===== config.mk =====
export PLATFORM = sky130hd
export DESIGN_NAME = mux_rr_reg_flat
export DESIGN_NICKNAME = d
export VERILOG_FILES = /design/src/rtl/mux_rr_reg_if.sv /design/src/rtl/mux_rr_reg.sv /design/src/flat_wrapper.sv
export SDC_FILE = /design/constraint.sdc
export NUM_CORES = 1
export LEC_CHECK = 0
export CORE_AREA = 4 4 179 181
export CTS_CLUSTER_DIAMETER = 30
export DETAILED_ROUTE_END_ITERATION = 8
export DIE_AREA = 0 0 183 185
export HOLD_SLACK_MARGIN = 0.15
export PLACE_DENSITY_LB_ADDON = 0.3
export SKIP_LAST_GASP = 1
export SYNTH_ARGS = -nofsm -noshare
export SYNTH_HDL_FRONTEND = slang
export SYNTH_SLANG_ARGS = --single-unit

===== constraint.sdc =====
create_clock -name clk -period 6.75 [get_ports clk]
set_clock_uncertainty 0.15 [all_clocks]
set_input_delay 1.0125 -clock clk [delete_from_list [all_inputs] [get_ports clk]]
set_output_delay 1.0125 -clock clk [all_outputs]
set_load 0.03 [all_outputs]

===== src/rtl/mux_rr_reg_if.sv =====
// Handshake and data bundle for mux_rr_reg.
// slave is the mux's view; master is the producer/consumer side.
interface mux_rr_reg_if #(
   parameter int N  = 12,
   parameter int DW = 32,
   parameter int NW = $clog2(N)
);
   logic [N-1:0]    in_valid;
   logic [N*DW-1:0] in_data;
   logic [N-1:0]    in_ready;
   logic            out_valid;
   logic [DW-1:0]   out_data;
   logic [N-1:0]    out_sel;
   logic [NW-1:0]   out_idx;
   logic            out_ready;

   modport slave (
      input  in_valid, in_data, out_ready,
      output in_ready, out_valid, out_data, out_sel, out_idx
   );

   modport master (
      output in_valid, in_data, out_ready,
      input  in_ready, out_valid, out_data, out_sel, out_idx
   );
endinterface


===== src/rtl/mux_rr_reg.sv =====
// Registered N-channel mux with internal round-robin or fixed-priority
// arbitration. Valid/ready on every input and on the single output,
// which is a single register stage.
module mux_rr_reg #(
   parameter int N  = 12,
   parameter int DW = 32,
   parameter int RR = 1,
   parameter int NW = $clog2(N)
) (
   input logic         clk,
   input logic         nreset,
   mux_rr_reg_if.slave bus
);

   logic [NW-1:0] ptr;
   logic          out_valid_q;
   logic [DW-1:0] out_data_q;
   logic [N-1:0]  out_sel_q;
   logic [NW-1:0] out_idx_q;

   logic [N-1:0]  grant;
   logic [NW-1:0] gidx;
   logic [DW-1:0] gdata;
   logic          found;
   logic          load;
   logic          xfer;

   assign load = ~out_valid_q | bus.out_ready;
   assign xfer = found & load & nreset;

   // Search from the start point upward with wrap at N-1; first requester wins.
   always_comb begin
      int unsigned base;
      int unsigned idx;
      grant = '0;
      gidx  = '0;
      found = 1'b0;
      base  = (RR != 0) ? 32'(ptr) : 32'd0;
      for (int unsigned k = 0; k < N; k++) begin
         idx = base + k;
         if (idx >= N) idx = idx - N;
         if (!found && bus.in_valid[NW'(idx)]) begin
            grant[NW'(idx)] = 1'b1;
            gidx            = NW'(idx);
            found           = 1'b1;
         end
      end
   end

   // One-hot AND-OR selection of the granted channel's data.
   always_comb begin
      gdata = '0;
      for (int unsigned k = 0; k < N; k++) begin
         gdata = gdata | (bus.in_data[k*DW +: DW] & {DW{grant[k]}});
      end
   end

   // Output register and round-robin pointer.
   always_ff @(posedge clk or negedge nreset) begin
      if (!nreset) begin
         out_valid_q <= 1'b0;
         out_data_q  <= '0;
         out_sel_q   <= '0;
         out_idx_q   <= '0;
         ptr         <= '0;
      end else if (xfer) begin
         out_valid_q <= 1'b1;
         out_data_q  <= gdata;
         out_sel_q   <= grant;
         out_idx_q   <= gidx;
         if (RR != 0) begin
            if (gidx == NW'(N - 1)) ptr <= '0;
            else                    ptr <= gidx + 1'b1;
         end
      end else if (bus.out_ready) begin
         out_valid_q <= 1'b0;
      end
   end

   assign bus.in_ready  = grant & {N{load & nreset}};
   assign bus.out_valid = out_valid_q;
   assign bus.out_data  = out_data_q;
   assign bus.out_sel   = out_sel_q;
   assign bus.out_idx   = out_idx_q;

endmodule

===== src/flat_wrapper.sv =====
// flat-port wrapper written by rule: the top's interface ports become plain ports
module mux_rr_reg_flat 
#(
   parameter int N  = 12,
   parameter int DW = 32,
   parameter int RR = 1,
   parameter int NW = $clog2(N)
)
  (clk, nreset, bus_in_valid, bus_in_data, bus_out_ready, bus_in_ready, bus_out_valid, bus_out_data, bus_out_sel, bus_out_idx);
  mux_rr_reg_if #(.N(N), .DW(DW), .NW(NW)) bus_i ();
  input logic clk;
  input logic nreset;
  input wire logic [$bits(bus_i.in_valid)-1:0] bus_in_valid;
  input wire logic [$bits(bus_i.in_data)-1:0] bus_in_data;
  input wire logic [$bits(bus_i.out_ready)-1:0] bus_out_ready;
  output wire logic [$bits(bus_i.in_ready)-1:0] bus_in_ready;
  output wire logic [$bits(bus_i.out_valid)-1:0] bus_out_valid;
  output wire logic [$bits(bus_i.out_data)-1:0] bus_out_data;
  output wire logic [$bits(bus_i.out_sel)-1:0] bus_out_sel;
  output wire logic [$bits(bus_i.out_idx)-1:0] bus_out_idx;
  assign bus_i.in_valid = bus_in_valid;
  assign bus_i.in_data = bus_in_data;
  assign bus_i.out_ready = bus_out_ready;
  assign bus_in_ready = bus_i.in_ready;
  assign bus_out_valid = bus_i.out_valid;
  assign bus_out_data = bus_i.out_data;
  assign bus_out_sel = bus_i.out_sel;
  assign bus_out_idx = bus_i.out_idx;
  mux_rr_reg #(.N(N), .DW(DW), .RR(RR), .NW(NW)) u_core (.clk(clk), .nreset(nreset), .bus(bus_i));
endmodule

==> results of run 1 <==
## registers in the layout, indices dropped and copies added (netlist names)
signal,count
u_core.bus.out_data,32
u_core.bus.out_sel,12
u_core.bus.out_idx,4
u_core.ptr,4
u_core.bus.out_valid,1
## worst reg2reg max path, cell delays in order (launching register included)
cell	delay, ns
dfrtp_1	0.35
buf_4	0.24
ha_1	0.36
and3b_1	0.43
nor2_1	0.11
ha_1	0.21
o21ai_0	0.30
nand2_1	0.15
a32o_1	0.28
a221oi_1	0.61
nor2_1	0.28
inv_1	0.26
o31ai_4	0.13
a222oi_1	0.51
o2111ai_4	0.22
buf_4	0.34
a22oi_1	0.64
and3_1	0.33
a31oi_1	0.10
## layout by cell type, fill, tap and decap left out, types with 9 or more instances in the layout
cell type and n:
nand4_1 9, a222oi_1 34, ha_1 24, a31oi_1 33, nand2b_1 11, and3_1 52, a221oi_1 26, a32oi_1 10
buf_4 65, nor2b_1 18, and2_1 10, inv_1 24, or3_1 9, a22oi_1 81, a21oi_1 34, nand3_1 21
diode_2 13, clkdlybuf4s50_1 446, dfrtp_1 53, mux4_2 10, a221o_1 19, nor2_1 61, nand2_1 92, nor3_1 21
o21ai_0 33, a21o_1 17, nor4_1 11
## final timing paths
kind                                                           end                               from  slack [ns]  depth (start not counted)
worst max-delay path                               bus_in_ready[3]          u_core.ptr[2]$_DFFE_PN0P_        0.28                         16
worst min-delay path             u_core.bus.out_sel[3]$_DFFE_PN0P_  u_core.bus.out_sel[3]$_DFFE_PN0P_        0.33                          1
worst max register to register  u_core.bus.out_data[4]$_DFFE_PN0P_          u_core.ptr[2]$_DFFE_PN0P_        0.62                         18
worst min register to register   u_core.bus.out_sel[3]$_DFFE_PN0P_  u_core.bus.out_sel[3]$_DFFE_PN0P_        0.33                          1
max in group asynchronous       u_core.bus.out_data[8]$_DFFE_PN0P_                             nreset        5.13                          2
min in group asynchronous        u_core.bus.out_sel[5]$_DFFE_PN0P_                             nreset        0.75                          2
## power breakdown
group	internal, mW	total (mW)	switching [mW]
sequential	0.477	0.604	0.127
combinational	2.92	8.25	5.33
clock	0.215	0.367	0.152
## layer usage
metal | wire [um] | up-vias | share of wire | GRT usage
li1 | - | 4798 | - | -
met1 | 24900 | 5441 | 0.38 | 0.457
met2 | 27400 | 854 | 0.42 | 0.540
met3 | 10700 | 140 | 0.16 | 0.197
met4 | 1580 | 42 | 0.024 | 0.0626
met5 | 284 | - | 0.0044 | 0
## stage by stage
| step | hold slack (ns) | cell area, um^2 |
|---|---|---|
| final | 0.329 | 13100 |
| after global routing | 0.360 | 13100 |
| after CTS | 0.334 | 13100 |
| after detailed placement | 0.316 | 12900 |
| after global placement | 0.310 | 12900 |
| after floorplan | 0.500 | 7730 |
## what timing repair did
item / 4_1_cts / 5_1_grt
endpoints found under the setup margin: 0 / 4
resized for setup: 0 / 2
hold endpoints to repair: 0 / 0
## layout make-up
class,count,area [um^2],share of cell area
antenna,13,32.5,0.00248
clock buffer,5,125,0.00955
clock inverter,3,68.8,0.00525
inverter,26,97.6,0.00745
multi-input combinational,801,5880,0.449
sequential,53,1330,0.101
tap,396,495,0.0378
timing repair buffer,518,5080,0.388
## logic make-up (layout without fill, tap and decap cells)
logic type,Yosys count,after routing,share of synthesized area
XOR/XNOR,11,11,0.0134
adder cells (fa/ha/maj),24,24,0.0389
multiplexers,21,21,0.0481
AO/OA/AOI/OAI,388,388,0.398
buffers and inverters,110,552,0.0772
AND/OR/NAND/NOR,357,357,0.253
flip-flops,53,53,0.172
other,0,13,0
==> results.sh, run 1 <==
export IMPL_crit_family="simple AND/OR/NAND/NOR gates"
export IMPL_die_x_um=183
export IMPL_synth_edf_count=0
export IMPL_synth_top_area_cell="dfrtp_1"
export IMPL_power_leakage_nw=4.89
export IMPL_cts_tree="yes"
export IMPL_rows=64
export IMPL_die_h_um=185
export IMPL_port_buffers=459
export IMPL_yosysWarnings=0
export IMPL_setup_viol=0
export IMPL_drtIter0Drc=1849
export IMPL_fmax_mhz=155
export IMPL_num_io_pins=460
export IMPL_dp_hpwl_mm=53.2
export IMPL_critical_path_max_stage_delay_ns=0.61
export IMPL_path_cells="buf_4, ha_1, and3b_1, nor2_1, ha_1, o21ai_0, nand2_1, a32o_1, a221oi_1, nand4_1, nor4_4, and3b_1, a21oi_2, o211ai_4, nor2b_1, buf_4"
export IMPL_clk_latency_ns=0.31
export IMPL_synthTopCellsByArea="dfrtp_1, a22oi_1, nand2_1, a222oi_1, and3_1"
export IMPL_syn_area_um2=7730
export IMPL_max_cap_violations=0
export IMPL_syn_num_nets=1387
export IMPL_critical_path_class="flip-flop to output port"
export IMPL_clk_pin_slew_ns=0.08
export IMPL_async_reset_ff_frac=1.00
export IMPL_grt_max_degree=54
export IMPL_via_per_inst=6.21
export IMPL_cts_sinks=53
export IMPL_critical_path_startpoint_type="flip-flop"
export IMPL_worstSetupEndpointType="output port"
export IMPL_wl_mm=64.8
export IMPL_rsz0062_at_grt="no"
export IMPL_syn_instance_count=964
export IMPL_worst_pin_slew_ns=0.953
export IMPL_cts_inserted_buffers=5
export IMPL_cpMaxStageDelayCell="a221oi_1"
export IMPL_outcome="finished clean"
export IMPL_cts_max_path_buffers=2
export IMPL_power_density_nw_per_um2=704
export IMPL_finalCritPeriodShare=0.958
export IMPL_nets=1828
export IMPL_final_util=0.431
export IMPL_cp_data_required_time_ns=5.59
export IMPL_pre_cts_ws_ns=0.457
export IMPL_place_congestion=1.04
export IMPL_synth_seq_cells=53
export IMPL_final_cells=1815
export IMPL_drc=0
export IMPL_synth_cell_types=107
export IMPL_clockRootBuffer="clkbuf_16"
export IMPL_vias=11300
export IMPL_first_pass_iters=9
export IMPL_ant_nets=0
export IMPL_fillers=3075
export IMPL_grt_pass1_vias=10600
export IMPL_fin_setup_tns_ns=0
export IMPL_cts_hold_buf=0
export IMPL_worst_endpoint_arrival_ns=5.31
export IMPL_yosysTopAreaCellShare=0.172
export IMPL_synth_common_cells="nand2_1, a22oi_1, nor2_1"
export IMPL_cts_setup_buffers=0
export IMPL_syn_area_per_cell_um2=8.02
export IMPL_p_total_mw=9.23
export IMPL_yosysSeqAreaShare=0.172
export IMPL_crit_buf_inv=2
export IMPL_ir_worst_vdd_uv=404
export IMPL_fin_ws_ns=0.280
export IMPL_hold_viol_final=0
export IMPL_overflow=0
export IMPL_min_path_type="flip-flop to flip-flop"
export IMPL_yosys_most_used_dff="dfrtp_1"
export IMPL_grt_pass1_wl_mm=85.7
export IMPL_cp_max_fo=19
export IMPL_min_period_ns=6.47
export IMPL_slew_headroom=0.359
export IMPL_dieArea_um2=33900
export IMPL_core_um2=30400
export IMPL_initial_core_util=0.254
export IMPL_areaGrowthSynthToFinish_pct=69.5
export IMPL_drv_slew=0
export IMPL_yosysMostFrequentCell="nand2_1"
export IMPL_dp_cells=1794
export IMPL_drive_gt1_frac=0.102
export IMPL_grt_usage=0.358
export IMPL_htreeDepth=2
export IMPL_antenna_found_initial=39
export IMPL_wl_per_cell_um=35.7
Note: power is estimated with default switching activity, not from simulation.
==> inputs of run 2 (changes only) <==
--- a/config.mk
+++ b/config.mk
@@ -10,6 +10,7 @@
 export DETAILED_ROUTE_END_ITERATION = 8
 export DIE_AREA = 0 0 183 185
 export HOLD_SLACK_MARGIN = 0.15
+export MAX_ROUTING_LAYER = met4
 export PLACE_DENSITY_LB_ADDON = 0.3
 export SKIP_LAST_GASP = 1
 export SYNTH_ARGS = -nofsm -noshare
==> run 2 against run 1 <==
  * Critical path depth is the same
  * Critical endpoint is now bus_in_ready[11]
  * Cell count grew 2.0%
  * Largest cell class unchanged
  * Sequential share of layout area shrank 0.075 points
  * Largest power group unchanged
  * Critical path type unchanged
==> results.sh, run 2 (synthesis results as in run 1) <==
export IMPL_outcome="finished clean"
export IMPL_cp_common_cell="buf_4"
export IMPL_rsz0062_at_grt="no"
export IMPL_dieArea_um2=33900
export IMPL_dpl_instance_area_um2=13000
export IMPL_num_io_pins=460
export IMPL_min_period_ns=6.41
export IMPL_wl_met1_mm=25.9
export IMPL_rows=64
export IMPL_met3RoutedLength_mm=10.1
export IMPL_critical_path_max_stage_delay_ns=0.65
export IMPL_drc=0
export IMPL_dp_cells=1808
export IMPL_drtIter0Drc=1499
export IMPL_mostFrequentLayoutCell="clkdlybuf4s50_1"
export IMPL_crit_family="simple AND/OR/NAND/NOR gates"
export IMPL_first_pass_iters=6
export IMPL_cts_hold_buf=0
export IMPL_cp_max_fo=17
export IMPL_htreeDepth=2
export IMPL_cpMaxStageDelayCell="ha_1"
export IMPL_power_leakage_nw=4.94
export IMPL_wl_per_cell_um=35.1
export IMPL_cts_sinks=53
export IMPL_port_buffers=459
export IMPL_finalCritPeriodShare=0.950
export IMPL_clk_pin_slew_ns=0.08
export IMPL_crit_buf_inv=5
export IMPL_grt_pass1_vias=10500
export IMPL_place_congestion=1.04
export IMPL_cts_tree="yes"
export IMPL_vias=11200
export IMPL_clk_latency_ns=0.31
export IMPL_path_cells="buf_4, buf_4, ha_1, o21a_1, nor4_1, or4_1, o21ai_2, nor3_2, buf_4, and4_1, a31oi_2, a21oi_1, or4b_1, nor2b_1, buf_4, buf_12"
export IMPL_wl_met2_mm=27.8
export IMPL_critical_path_startpoint_type="flip-flop"
export IMPL_ant_nets=0
export IMPL_grt_usage=0.369
export IMPL_setup_viol=0
export IMPL_core_um2=30400
export IMPL_critical_path_class="flip-flop to output port"
export IMPL_min_path_type="flip-flop to flip-flop"
export IMPL_hold_viol_final=0
export IMPL_nets=1842
export IMPL_die_h_um=185
export IMPL_postLayoutCellArea_um2=13200
export IMPL_worst_endpoint_arrival_ns=5.25
export IMPL_drive_gt1_frac=0.111
export IMPL_largest_reg_flops=32
export IMPL_fmax_mhz=156
export IMPL_final_cell_mix="clkdlybuf4s50_1, nand2_1, a22oi_1, buf_4, nor2_1"
export IMPL_clockRootBuffer="clkbuf_16"
export IMPL_dp_hpwl_mm=53.7
export IMPL_fin_setup_tns_ns=0
export IMPL_ir_worst_vdd_uv=450
export IMPL_cts_inserted_buffers=5
export IMPL_max_cap_violations=0
export IMPL_die_x_um=183
export IMPL_hold_ws_ns=0.333
export IMPL_drv_slew=0
export IMPL_grt_max_degree=54
export IMPL_power_density_nw_per_um2=708
export IMPL_reg2reg_slack_ns=0.70
export IMPL_cp_data_required_time_ns=5.59
export IMPL_cts_setup_buffers=0
export IMPL_grt_pass1_wl_mm=85.6
export IMPL_initial_core_util=0.254
export IMPL_routed_top_layer="met4"
export IMPL_worstSetupEndpointType="output port"
export IMPL_wl_mm=65.0
export IMPL_antenna_found_initial=32
export IMPL_cts_max_path_buffers=2
export IMPL_slew_headroom=0.311
export IMPL_fillers=3124
export IMPL_areaGrowthSynthToFinish_pct=71.0
export IMPL_via_per_inst=6.07
export IMPL_overflow=0
export IMPL_worst_pin_slew_ns=1.02
export IMPL_final_cells=1851
-- run 2: cell count changes in the layout (fill, tap and decap cells not counted), sizes merged --
cell	before	now
clkbuf	5	6
buf	72	86
bufinv	2	0
clkinv	0	1
diode	13	35
-- run 2: path summary, 6_finish.rpt --
check,startpoint,endpoint,depth (start not counted)
hold reg to reg,u_core.bus.out_sel[4]$_DFFE_PN0P_,u_core.bus.out_sel[4]$_DFFE_PN0P_,1
setup reg to reg,u_core.ptr[2]$_DFFE_PN0P_,u_core.bus.out_data[4]$_DFFE_PN0P_,19
setup / recovery,u_core.ptr[0]$_DFFE_PN0P_,bus_in_ready[11],16
max in group asynchronous,nreset,u_core.ptr[2]$_DFFE_PN0P_,2
min in group asynchronous,nreset,u_core.bus.out_sel[9]$_DFFE_PN0P_,2
hold / removal,u_core.bus.out_sel[4]$_DFFE_PN0P_,u_core.bus.out_sel[4]$_DFFE_PN0P_,1
-- run 2: cell type report --
type	count	area, um^2	share of cell area
Multi-Input combinational cell	801	5880	0.445
Clock buffer	6	129	0.00975
Clock inverter	2	13.8	0.00104
Antenna cell	35	87.6	0.00663
Timing Repair Buffer	532	5180	0.392
Sequential cell	53	1330	0.100
Inverter	26	97.6	0.00739
Tap cell	396	495	0.0375
-- run 2: timing repair --
item / in CTS / in global routing
setup endpoints to repair: 0 / 8
endpoints found under the hold margin: 0 / 0
resized for setup: 0 / 3
-- run 2: per-stage QoR --
stage	power, mW	utilization	setup WS, ns
floorplan	5.54	-	0.832
global placement	8.77	0.426	0.524
detailed placement	8.74	0.426	0.530
CTS	9.09	0.431	0.192
global route	9.75	0.434	0.0194
finish	9.35	0.434	0.339
-- run 2: report_power, final --
part           switching (mW)  internal, mW  total, mW
Clock                   0.162         0.140      0.302
Sequential              0.131         0.477      0.608
Combinational            5.41          3.04       8.44
-- run 2: worst register-to-register path: cells and delay by family, from the launching register on --
kind,cells,cell delay (ns)
buf+inv,3,0.65
simple gates,5,1.63
xor+xnor,1,0.22
fa+ha+maj,2,0.44
compound gates,8,2.35
flops,1,0.49
-- run 2: metal layers --
metal	GRT usage	up-vias
met5	-	-
met4	0.0593	0
met3	0.181	76
met2	0.541	779
met1	0.470	5531
li1	-	4856
